<file path="config.mk">
export PLATFORM = sky130hd
export DESIGN_NAME = fu_ls_queue
export DESIGN_NICKNAME = d
export VERILOG_FILES = /design/src/rtl/fu_ls_queue.sv
export SDC_FILE = /design/constraint.sdc
export NUM_CORES = 1
export LEC_CHECK = 0
export CORE_MARGIN = 5
export CORE_UTILIZATION = 35
export DETAILED_ROUTE_END_ITERATION = 8
export PLACE_DENSITY_LB_ADDON = 0.15
export SLEW_MARGIN = 20
export SYNTH_ARGS = -nofsm -noshare
export SYNTH_HDL_FRONTEND = slang
export SYNTH_SLANG_ARGS = --single-unit
</file>
<file path="constraint.sdc">
create_clock -name clock -period 4.7 [get_ports clock]
set_input_delay 0.94 -clock clock [delete_from_list [all_inputs] [get_ports clock]]
set_output_delay 0.94 -clock clock [all_outputs]
set_load 0.05 [all_outputs]
</file>
<file path="src/rtl/fu_ls_queue.sv">
// Load/store address-generation queue: buffers dispatched memory ops, wakes operands
// from the CDB by tag, and issues rs1+imm in program order into a single output register.
module fu_ls_queue #(
  parameter int XLEN  = 32,
  parameter int DEPTH = 4,
  parameter int TAG_W = 5
) (
  input  logic                       clock,
  input  logic                       reset,
  input  logic                       squash,
  input  logic                       in_valid,
  output logic                       in_ready,
  input  logic                       in_rd_mem,
  input  logic                       in_wr_mem,
  input  logic [2:0]                 in_mem_size,
  input  logic [XLEN-1:0]            in_imm,
  input  logic [XLEN-1:0]            in_rs1_value,
  input  logic [XLEN-1:0]            in_rs2_value,
  input  logic                       in_rs1_valid,
  input  logic                       in_rs2_valid,
  input  logic [TAG_W-1:0]           in_rs1_tag,
  input  logic [TAG_W-1:0]           in_rs2_tag,
  input  logic [TAG_W-1:0]           in_dest_tag,
  input  logic                       cdb_valid,
  input  logic [TAG_W-1:0]           cdb_tag,
  input  logic [XLEN-1:0]            cdb_value,
  output logic                       out_valid,
  input  logic                       out_ready,
  output logic [XLEN-1:0]            out_addr,
  output logic [XLEN-1:0]            out_store_data,
  output logic                       out_rd_mem,
  output logic                       out_wr_mem,
  output logic [2:0]                 out_mem_size,
  output logic [TAG_W-1:0]           out_dest_tag,
  output logic                       out_misaligned,
  output logic [$clog2(DEPTH+1)-1:0] count
);
  localparam int PW = $clog2(DEPTH);
  localparam int CW = $clog2(DEPTH+1);

  // Both ports: a transfer happens at an edge where valid && ready; the sender holds
  // its payload stable while valid && !ready, and ready never depends on same-cycle valid.

  logic [DEPTH-1:0] e_valid, e_rd, e_wr, e_rs1_rdy, e_rs2_rdy;
  logic [2:0]       e_size    [DEPTH];
  logic [XLEN-1:0]  e_imm     [DEPTH];
  logic [XLEN-1:0]  e_rs1_val [DEPTH];
  logic [XLEN-1:0]  e_rs2_val [DEPTH];
  logic [TAG_W-1:0] e_rs1_tag [DEPTH];
  logic [TAG_W-1:0] e_rs2_tag [DEPTH];
  logic [TAG_W-1:0] e_dest    [DEPTH];

  logic [PW-1:0]   head, tail;
  logic            enq, deq, head_ready;
  logic            in_rs1_hit, in_rs2_hit;
  logic [XLEN-1:0] head_addr;
  logic            head_misaligned;

  assign in_ready   = (count != CW'(DEPTH));
  assign enq        = in_valid && in_ready;
  // Only a store that is not also a load waits on rs2.
  assign head_ready = e_valid[head] && e_rs1_rdy[head] &&
                      (e_rs2_rdy[head] || !(e_wr[head] && !e_rd[head]));
  assign deq        = head_ready && (!out_valid || out_ready);
  assign in_rs1_hit = cdb_valid && (cdb_tag == in_rs1_tag);
  assign in_rs2_hit = cdb_valid && (cdb_tag == in_rs2_tag);
  assign head_addr  = e_rs1_val[head] + e_imm[head];

  always_comb begin
    head_misaligned = 1'b0;
    case (e_size[head][1:0])
      2'b01:   head_misaligned = head_addr[0];
      2'b10:   head_misaligned = (head_addr[1:0] != 2'b00);
      default: head_misaligned = 1'b0;
    endcase
  end

  always_ff @(posedge clock) begin
    if (reset || squash) begin
      head    <= '0;
      tail    <= '0;
      count   <= '0;
      e_valid <= '0;
    end else begin
      for (int i = 0; i < DEPTH; i++) begin
        if (cdb_valid && e_valid[i] && !e_rs1_rdy[i] && (e_rs1_tag[i] == cdb_tag)) begin
          e_rs1_val[i] <= cdb_value;
          e_rs1_rdy[i] <= 1'b1;
        end
        if (cdb_valid && e_valid[i] && !e_rs2_rdy[i] && (e_rs2_tag[i] == cdb_tag)) begin
          e_rs2_val[i] <= cdb_value;
          e_rs2_rdy[i] <= 1'b1;
        end
      end
      // tail never aliases a live entry here: enq implies count < DEPTH.
      if (enq) begin
        e_valid[tail]   <= 1'b1;
        e_rd[tail]      <= in_rd_mem;
        e_wr[tail]      <= in_wr_mem;
        e_size[tail]    <= in_mem_size;
        e_imm[tail]     <= in_imm;
        e_dest[tail]    <= in_dest_tag;
        e_rs1_tag[tail] <= in_rs1_tag;
        e_rs2_tag[tail] <= in_rs2_tag;
        e_rs1_rdy[tail] <= in_rs1_valid || in_rs1_hit;
        e_rs2_rdy[tail] <= in_rs2_valid || in_rs2_hit;
        e_rs1_val[tail] <= in_rs1_valid ? in_rs1_value : cdb_value;
        e_rs2_val[tail] <= in_rs2_valid ? in_rs2_value : cdb_value;
        tail            <= tail + PW'(1);
      end
      if (deq) begin
        e_valid[head] <= 1'b0;
        head          <= head + PW'(1);
      end
      count <= count + CW'(enq) - CW'(deq);
    end
  end

  always_ff @(posedge clock) begin
    if (reset || squash || (!deq && out_valid && out_ready)) begin
      out_valid      <= 1'b0;
      out_addr       <= '0;
      out_store_data <= '0;
      out_rd_mem     <= 1'b0;
      out_wr_mem     <= 1'b0;
      out_mem_size   <= '0;
      out_dest_tag   <= '0;
      out_misaligned <= 1'b0;
    end else if (deq) begin
      out_valid      <= 1'b1;
      out_addr       <= head_addr;
      out_store_data <= e_rs2_val[head];
      out_rd_mem     <= e_rd[head];
      out_wr_mem     <= e_wr[head];
      out_mem_size   <= e_size[head];
      out_dest_tag   <= e_dest[head];
      out_misaligned <= head_misaligned;
    end
  end
endmodule

</file>
==> flow_summary.yaml, run 1 <==
run_status:
  status: "finished, final reports clean"
sta:
  setup_tns_ps: 0
  holdWs_ps: 453
  slew_headroom_pct: 28.0
  min_period_ps: 3970
  setup_violations: 0
  timing.fmax_mhz: 252
  hold_viol: 0
  period_share_pct: 84.5
  rsz0062_at_grt: "false"
  maxSlewViolCount: 0
  skew_ps: 21.6
  worst_pin_slew_ps: 1070
route:
  vias: 15300
  first_pass_iters: 5
  antenna_left: 0
  drc: 0
  drt_iter0_markers: 1143
  wl_per_cell_um: 25.2
  wl_mm: 73.0
  routed_via_density: 5.28
synthesis:
  synth_edf_count: 472
  synthesis.nets: 1835
  synth.distinct_cells: 66
  syn_avg_cell_area_um2: 15.6
  ys_warn_count: 0
  postSynth.asyncResetShare_pct: 0
  postSynthCellCount: 1629
  synth_seq_cells: 561
  ys_seq_area_share_pct: 62.7
  syn_area_um2: 25500
  synthFlopType: "edfxtp_1"
clock_network:
  clkLatencyLatePin_ps: 600
  clkTransAtPathRegs_ps: 60
  cts_root_buf: "clkbuf_16"
  cts_tree: "yes"
  post-cts-setup-buffers: 0
  cts_buffers: 66
  clkSinkCount: 561
  clk_path_buf_depth: 3
  cts_resized: 0
  ctsHoldBuffers: 0
  cts-htree-levels: 3
floorplanning:
  row_count: 98
  die_h_um: 280
  io_pins: 241
  die_w_um: 280
  die_area_um2: 78200
  start_util_pct: 35.4
  core_area_um2: 71900
flow_run:
  drv_cap: 0
critical_path:
  crit_path_end: "out_addr[21]"
  r2r_cells: 9
  cp_cell_sequence: "mux4_2 > ha_1 > nand4_1 > nor4_2 > nor3_1 > or2_2 > o221a_2 > or4_1 > nand3_1"
  cpMaxStageDelayCell: "dfxtp_4"
  r2r_setup_slack_ps: 730
  startpoint_type: "flop"
  critical_path_class: "flop to flop"
  cp_max_fo: 24
  r2r_end: "out_addr[21]"
  crit_required_ps: 5230
  arrival_ps: 4500
  slowest_delay_ps: 680
  end_kind: "flop"
pwr:
  p_per_area_nw_per_um2: 364
  finalPower_mw: 11.5
  leakage_nw: 10.2
  vdd_drop_max_mv: 0.212
layout:
  final_cells: 2894
  multiInputGateArea_um2: 9200
  num-fill-cells: 6451
  utilization_pct: 43.8
  drive_gt1_share_pct: 27.5
  layout.cells.most_common_list: "edfxtp_1, mux2_2, clkdlybuf4s50_1, nand2_1, mux4_2"
  nets: 2092
  final_common_cell: "edfxtp_1"
  seq_area_um2: 16000
  syn_to_final_growth_pct: 23.6
place:
  dpl.cell_count: 2768
  place_hpwl_mm: 49.1
  globalplace.congestion: 0.839
  io_buffers: 240
min_path:
  hold_class: "flop to flop"
global_routing:
  grt_overflow_total: 0
  grt_max_degree: 77
  grt_antenna_before_repair: 11
  grt_pass1_wl_mm: 107
  grt_use_total_pct: 18.3
  grt_pass1_vias: 16000
## where the power goes
group | internal [mW] | total, mW | leakage, nW | switching, mW
combinational | 0.379 | 0.806 | 4.16 | 0.427
clock | 3.13 | 5.17 | 1.07 | 2.04
sequential | 5.45 | 5.48 | 4.99 | 0.0237
## kinds of logic (layout without fill, tap and decap cells)
family                     Yosys count  in the layout  synth area share (%)
other                                0              5                     0
muxes                              363            363                  20.7
AOI/OAI and AO/OA                  204            204                  5.17
xor gates and xnor gates            78             78                  2.68
adders and majority gates           45             45                  2.27
buffers and inverters              105            415                  1.59
DFF                                561            561                  62.7
and+or+nand+nor                    273            273                  4.93
## metal layers
metal	track usage, %	share of wire, %	vias to the layer above	wire, µm
met2	29.0	47	376	34300
li1	-	-	6896	-
met3	4.27	5.7	92	4170
met1	26.3	46	7916	33200
met5	0	0.12	-	88
met4	3.36	1.6	14	1200
## stage by stage
stage               setup WS (ps)  area, µm²
floorplan                     134      25500
global placement              761      29300
detailed placement            773      29300
CTS                           745      31500
global route                  481      31500
finish                        727      31500
## sequential cells by signal, indices dropped and copies added (netlist names), 2 cells and up, named ones only
signal and cells:
head 2, out_store_data 32, e_rs2_rdy 4, count 3
e_imm 128, e_size 12, e_rd 4, e_rs1_val 128
tail 2, out_dest_tag 5, e_rs1_rdy 4, e_rs2_val 128
e_rs2_tag 20, e_wr 4, out_mem_size 3, e_valid 4
e_rs1_tag 20, e_dest 20, out_addr 32
## cell type report
| class | count | share of cell area (%) |
|---|---|---|
| antenna | 5 | 0.0398 |
| clock buffer | 91 | 5.83 |
| clock inverter | 30 | 1.14 |
| inverter | 18 | 0.215 |
| multi-input combinational | 963 | 29.2 |
| sequential | 561 | 50.7 |
| tap | 950 | 3.78 |
| timing repair buffer | 276 | 9.05 |
## worst max-delay path, delay by kind of cell, from the launching register on
kind | cells | cell delay (ps)
adder cells (fa/ha/maj) | 1 | 490
multiplexers | 1 | 600
AO/OA/AOI/OAI | 1 | 250
flip-flops | 1 | 680
AND/OR/NAND/NOR | 6 | 1870
## worst min path at each step
stage / depth (start not counted) / slack (ps) / start / to
final: 2 / 450 / out_addr[0] / out_addr[0]
after global routing: 2 / 470 / out_store_data[23] / out_store_data[23]
after CTS: 2 / 460 / out_addr[0] / out_addr[0]
after detailed placement: 2 / 450 / out_addr[3] / out_addr[3]
after global placement: 2 / 440 / out_addr[5] / out_addr[5]
after floorplan: 2 / 520 / e_valid[2] / e_valid[2]
## Yosys cell counts (all sizes together), types with 4 or more instances
master | number | area [µm²]
o22a | 7 | 61.3
xor2 | 29 | 254
nand2 | 144 | 541
a21o | 22 | 168
a211oi | 10 | 75.1
clkbuf | 49 | 186
inv | 18 | 67.6
nor2b | 5 | 31.3
a21oi | 93 | 469
and2 | 11 | 68.8
nor3 | 4 | 20.0
o21ai | 25 | 125
dfxtp | 89 | 1780
nand4 | 17 | 106
nor4 | 5 | 37.5
nand3 | 27 | 135
ha | 43 | 538
nor2 | 35 | 131
edfxtp | 472 | 14200
xnor2 | 49 | 429
o41ai | 7 | 61.3
mux2 | 256 | 2880
buf | 38 | 150
mux4 | 105 | 2360
a31oi | 7 | 58.8
and3 | 6 | 42.5
(Power assumes the default switching activity.)
==> inputs of run 2 (changes only) <==
==> constraint.sdc (replaced) <==
create_clock -name clock -period 3.6 [get_ports clock]
set_input_delay 0.72 -clock clock [delete_from_list [all_inputs] [get_ports clock]]
set_output_delay 0.72 -clock clock [all_outputs]
set_load 0.05 [all_outputs]
==> flow_summary.yaml, run 2 (same netlist as run 1, synthesis figures left out) <==
min_path:
  min_path_cells: 2
  hold_class: "flop to flop"
  hold_start: "out_addr[1]"
  min_to: "out_addr[1]"
clock_network:
  cts_root_buf: "clkbuf_16"
  clkLatencyLatePin_ps: 630
  cts_buffers: 60
  ctsHoldBuffers: 0
  clkTransAtPathRegs_ps: 60
  clk_path_buf_depth: 3
  cts-htree-levels: 2
  cts_tree: "yes"
  clkSinkCount: 561
layout:
  biggestRegsByFlops: "e_imm: 128 flops, e_rs1_val: 128 flops, e_rs2_val: 128 flops"
  utilization_pct: 44.3
  seq_area_um2: 16000
  final_cells: 2947
  num-fill-cells: 6486
  syn_to_final_growth_pct: 25.1
  drive_gt1_share_pct: 29.8
  layout.cells.most_common_list: "edfxtp_1, mux2_2, clkdlybuf4s50_1, nand2_1, mux4_2"
  multiInputGateArea_um2: 9280
  nets: 2144
  final_common_cell: "edfxtp_1"
critical_path:
  crit_required_ps: 4130
  r2r_setup_slack_ps: 90
  r2r_cells: 11
  cp_max_fo: 7
  startpoint_type: "flop"
  r2r_end: "out_addr[28]"
  end_kind: "flop"
  cpMaxStageDelayCell: "mux4_2"
  arrival_ps: 4040
  slowest_delay_ps: 550
  cp_cell_sequence: "buf_6 > mux4_2 > ha_4 > and4_1 > nand2_1 > or3b_4 > a211o_2 > a31oi_4 > a41oi_1 > xor2_1 > a221oi_2"
  critical_path_class: "flop to flop"
floorplanning:
  row_count: 98
  start_util_pct: 35.4
  io_pins: 241
  core_area_um2: 71900
  die_h_um: 280
  die_area_um2: 78200
  die_w_um: 280
run_status:
  status: "finished, final reports clean"
sta:
  timing.fmax_mhz: 285
  setup_violations: 0
  worst_pin_slew_ps: 1040
  period_share_pct: 97.5
  holdWs_ps: 454
  rsz0062_at_grt: "true"
  hold_viol: 0
  maxSlewViolCount: 0
  skew_ps: 29.0
  min_period_ps: 3510
  slew_headroom_pct: 30.9
route:
  drc: 0
  antenna_left: 0
  wl_per_cell_um: 25.5
  wl_mm: 75.0
  routed_via_density: 5.27
  first_pass_iters: 4
  drt_iter0_markers: 1051
  vias: 15500
pwr:
  leakage_nw: 10.4
  vdd_drop_max_mv: 0.372
  p_per_area_nw_per_um2: 448
global_routing:
  grt_use_total_pct: 18.8
  grt_pass1_vias: 16500
  grt_pass1_wl_mm: 110
  grt_antenna_before_repair: 10
  grt_overflow_total: 0
  grt_max_degree: 77
place:
  io_buffers: 240
  place_hpwl_mm: 50.8
  globalplace.congestion: 0.809
  dpl.cell_count: 2823
flow_run:
  drv_cap: 0
run 2: cell types whose count changed in the layout (fill, tap and decap cells not counted), moves of 2 or more:
cell,delta
ha_1,-5
ha_4,+5
clkbuf_16,-2
clkinv_2,+8
clkbuf_1,-2
bufinv_16,-6
buf_12,+3
buf_16,+2
clkbuf_8,+3
buf_6,+2
buf_4,+49
inv_6,-4
diode_2,+2
run 2: worst max-delay path by stage:
stage | start | endpoint | slack [ps] | depth (start not counted)
after floorplan | flop | out_addr[28] | -40 | 13
after global placement | flop | out_addr[21] | 110 | 10
after detailed placement | flop | out_addr[31] | 80 | 12
after CTS | flop | out_addr[31] | 50 | 12
after global routing | flop | out_addr[28] | -20 | 11
final | flop | out_addr[28] | 90 | 11
run 2: final cells by class:
type / count / share of cell area [%]
sequential: 561 / 50.1
multi-input combinational: 963 / 29.1
timing repair buffer: 334 / 10.7
clock buffer: 88 / 5.55
tap: 950 / 3.73
clock inverter: 26 / 0.503
inverter: 18 / 0.216
antenna: 7 / 0.0550
run 2: what timing repair did:
item                       in CTS  in global routing
setup buffers                   0                  1
resized for setup               0                 16
setup endpoints to repair       0                  9
run 2: layer usage:
layer,vias to the layer above,routed length (µm),GRT usage [%]
met1,8031,33800,26.4
met5,-,37,0
met2,401,35700,30.9
met3,90,4310,3.80
met4,6,1190,3.43
li1,7010,-,-
run 2: worst max-delay path, delay by kind of cell (launching register included):
family / cells / cell delay [ps]
buffers and inverters: 1 / 180
XOR/XNOR: 1 / 180
adder cells (fa/ha/maj): 1 / 310
flip-flops: 1 / 470
AND/OR/NAND/NOR: 3 / 690
multiplexers: 1 / 550
AO/OA/AOI/OAI: 4 / 1030
run 2: power breakdown:
group	internal (mW)	switching (mW)
clock	3.46	2.56
sequential	7.12	0.0284
combinational	0.538	0.575
run 2: per-stage QoR:
stage / area (µm²) / total power, mW / setup slack [ps] / TNS, ps
floorplan: 25500 / 7.85 / -36.8 / -71.3
global placement: 29700 / 8.37 / 109 / 0
detailed placement: 29700 / 8.38 / 81.4 / 0
finish: 31900 / 14.3 / 89.0 / 0
CTS: 31700 / 14.5 / 46.8 / 0
global route: 31800 / 14.8 / -19.1 / -31.1
==> inputs of run 3 (changes only) <==
--- a/config.mk
+++ b/config.mk
@@ -8,6 +8,7 @@
 export CORE_MARGIN = 5
 export CORE_UTILIZATION = 35
 export DETAILED_ROUTE_END_ITERATION = 8
+export DONT_BUFFER_PORTS = 1
 export PLACE_DENSITY_LB_ADDON = 0.15
 export SLEW_MARGIN = 20
 export SYNTH_ARGS = -nofsm -noshare
==> flow_summary.yaml, run 3 (same netlist as run 1, synthesis figures left out) <==
sta:
  setup_violations: 0
  maxSlewViolCount: 0
  hold_viol: 0
  holdWs_ps: 211
  worst_pin_slew_ps: 992
  min_period_ps: 3490
  setup_tns_ps: 0
  slew_headroom_pct: 33.9
  timing.fmax_mhz: 287
  setup_ws_ps: 114
  rsz0062_at_grt: "true"
  skew_ps: 19.7
  period_share_pct: 96.8
critical_path:
  cpMaxStageDelayCell: "mux4_2"
  arrival_ps: 4010
  startpoint_type: "flop"
  cp_max_fo: 8
  r2r_setup_slack_ps: 110
  slowest_delay_ps: 540
  end_kind: "flop"
  critical_path_class: "flop to flop"
  cp_cell_sequence: "buf_12 > mux4_2 > ha_4 > nand2_2 > o211ai_1 > or3b_4 > a211o_4 > a31oi_4 > a21oi_2 > or4_1 > nand3_1"
  crit_required_ps: 4130
layout:
  layout.cells.most_common_list: "edfxtp_1, mux2_2, nand2_1, mux4_2"
  seq_area_um2: 16000
  nets: 1923
  utilization_pct: 41.5
  num-fill-cells: 6606
  drive_gt1_share_pct: 35.0
  biggestRegsByFlops: "e_imm: 128 flops, e_rs1_val: 128 flops, e_rs2_val: 128 flops"
  multiInputGateArea_um2: 9350
  final_common_cell: "edfxtp_1"
  syn_to_final_growth_pct: 17.2
route:
  routed.top_layer: "met4"
  routed_via_density: 5.32
  drc: 0
  first_pass_iters: 5
  antenna_left: 0
  vias: 14500
  wl_met1_mm: 30.7
  drt_iter0_markers: 811
  wl_met2_mm: 35.4
  wl_per_cell_um: 27.0
  met3_length_mm: 5.58
  wl_mm: 73.4
place:
  pre_cts_slack_ps: 8.04
  place_hpwl_mm: 49.4
  io_buffers: 0
  globalplace.congestion: 0.830
floorplanning:
  io_pins: 241
  die_h_um: 280
  row_count: 98
  core_area_um2: 71900
  die_area_um2: 78200
  die_w_um: 280
  start_util_pct: 35.4
global_routing:
  grt_use_total_pct: 18.4
  grt_max_degree: 77
  grt_antenna_before_repair: 0
  grt_pass1_vias: 15500
  grt_pass1_wl_mm: 106
  grt_overflow_total: 0
clock_network:
  cts_tree: "yes"
  cts_buffers: 68
  cts_root_buf: "clkbuf_16"
  cts-htree-levels: 3
  clk_path_buf_depth: 3
  clkLatencyLatePin_ps: 600
  ctsHoldBuffers: 0
  clkSinkCount: 561
  clkTransAtPathRegs_ps: 60
flow_run:
  drv_cap: 0
min_path:
  hold_class: "input pin to flop"
run_status:
  status: "finished, final reports clean"
pwr:
  finalPower_mw: 14.9
  p_per_area_nw_per_um2: 500
  vdd_drop_max_mv: 0.336
  leakage_nw: 9.73
==> run 3: cell types whose count changed in the layout (fill, tap and decap cells not counted), sizes merged <==
cell	delta
clkbuf	+2
bufinv	+6
clkinv	-4
clkinvlp	-1
buf	+12
inv	+6
clkdlybuf4s50	-240
diode	-5
==> run 3: worst paths after layout <==
check,startpoint,cells after the start,to
worst max-delay path,flop,11,out_addr[24]
worst min-delay path,in_dest_tag[0],0,e_dest[1][0]
worst max register to register,flop,11,out_addr[24]
worst min register to register,e_valid[1],2,e_valid[1]
==> run 3: power by group <==
group | internal [mW] | switching, mW | leakage, nW | total (mW)
Sequential | 7.12 | 0.0574 | 4.99 | 7.18
Combinational | 0.382 | 0.403 | 3.63 | 0.785
Clock | 4.24 | 2.71 | 1.12 | 6.94
Total | 11.7 | 3.17 | 9.73 | 14.9
==> run 3: worst max-delay path, delay by kind of cell (launching register included) <==
family	cells	cell delay [ps]
compound gates	4	1000
simple gates	4	970
fa+ha+maj	1	300
mux	1	540
flops	1	440
buf+inv	1	160
==> run 3: area by class of cell <==
class,count,area share [%]
well taps,950,3.98
inverters,18,0.231
repair buffers,105,3.33
flip-flops and latches,561,53.5
clock buffers,91,6.38
clock inverters,33,1.23
multi-input cells,963,31.3
diodes,2,0.0168
==> run 3: per-stage QoR <==
stage,area (µm²),std cells
after floorplan,25500,1629
after global placement,27300,2587
after detailed placement,27300,2587
after CTS,29600,2711
after global routing,29800,2721
final,29800,2723
==> run 3: per-layer routing <==
| layer | up-vias | track usage [%] |
|---|---|---|
| li1 | 6547 | - |
| met1 | 7474 | 23.6 |
| met2 | 355 | 30.3 |
| met3 | 104 | 5.93 |
| met4 | 0 | 4.84 |
| met5 | - | 0 |
==> run 3: timing repair <==
| item | in CTS | in global routing |
|---|---|---|
| buffers inserted | 0 | 9 |
| gates resized for setup | 1 | 19 |
| setup endpoints to repair | 2 | 13 |
| gates cloned | 0 | 1 |
| pin swaps | 0 | 4 |
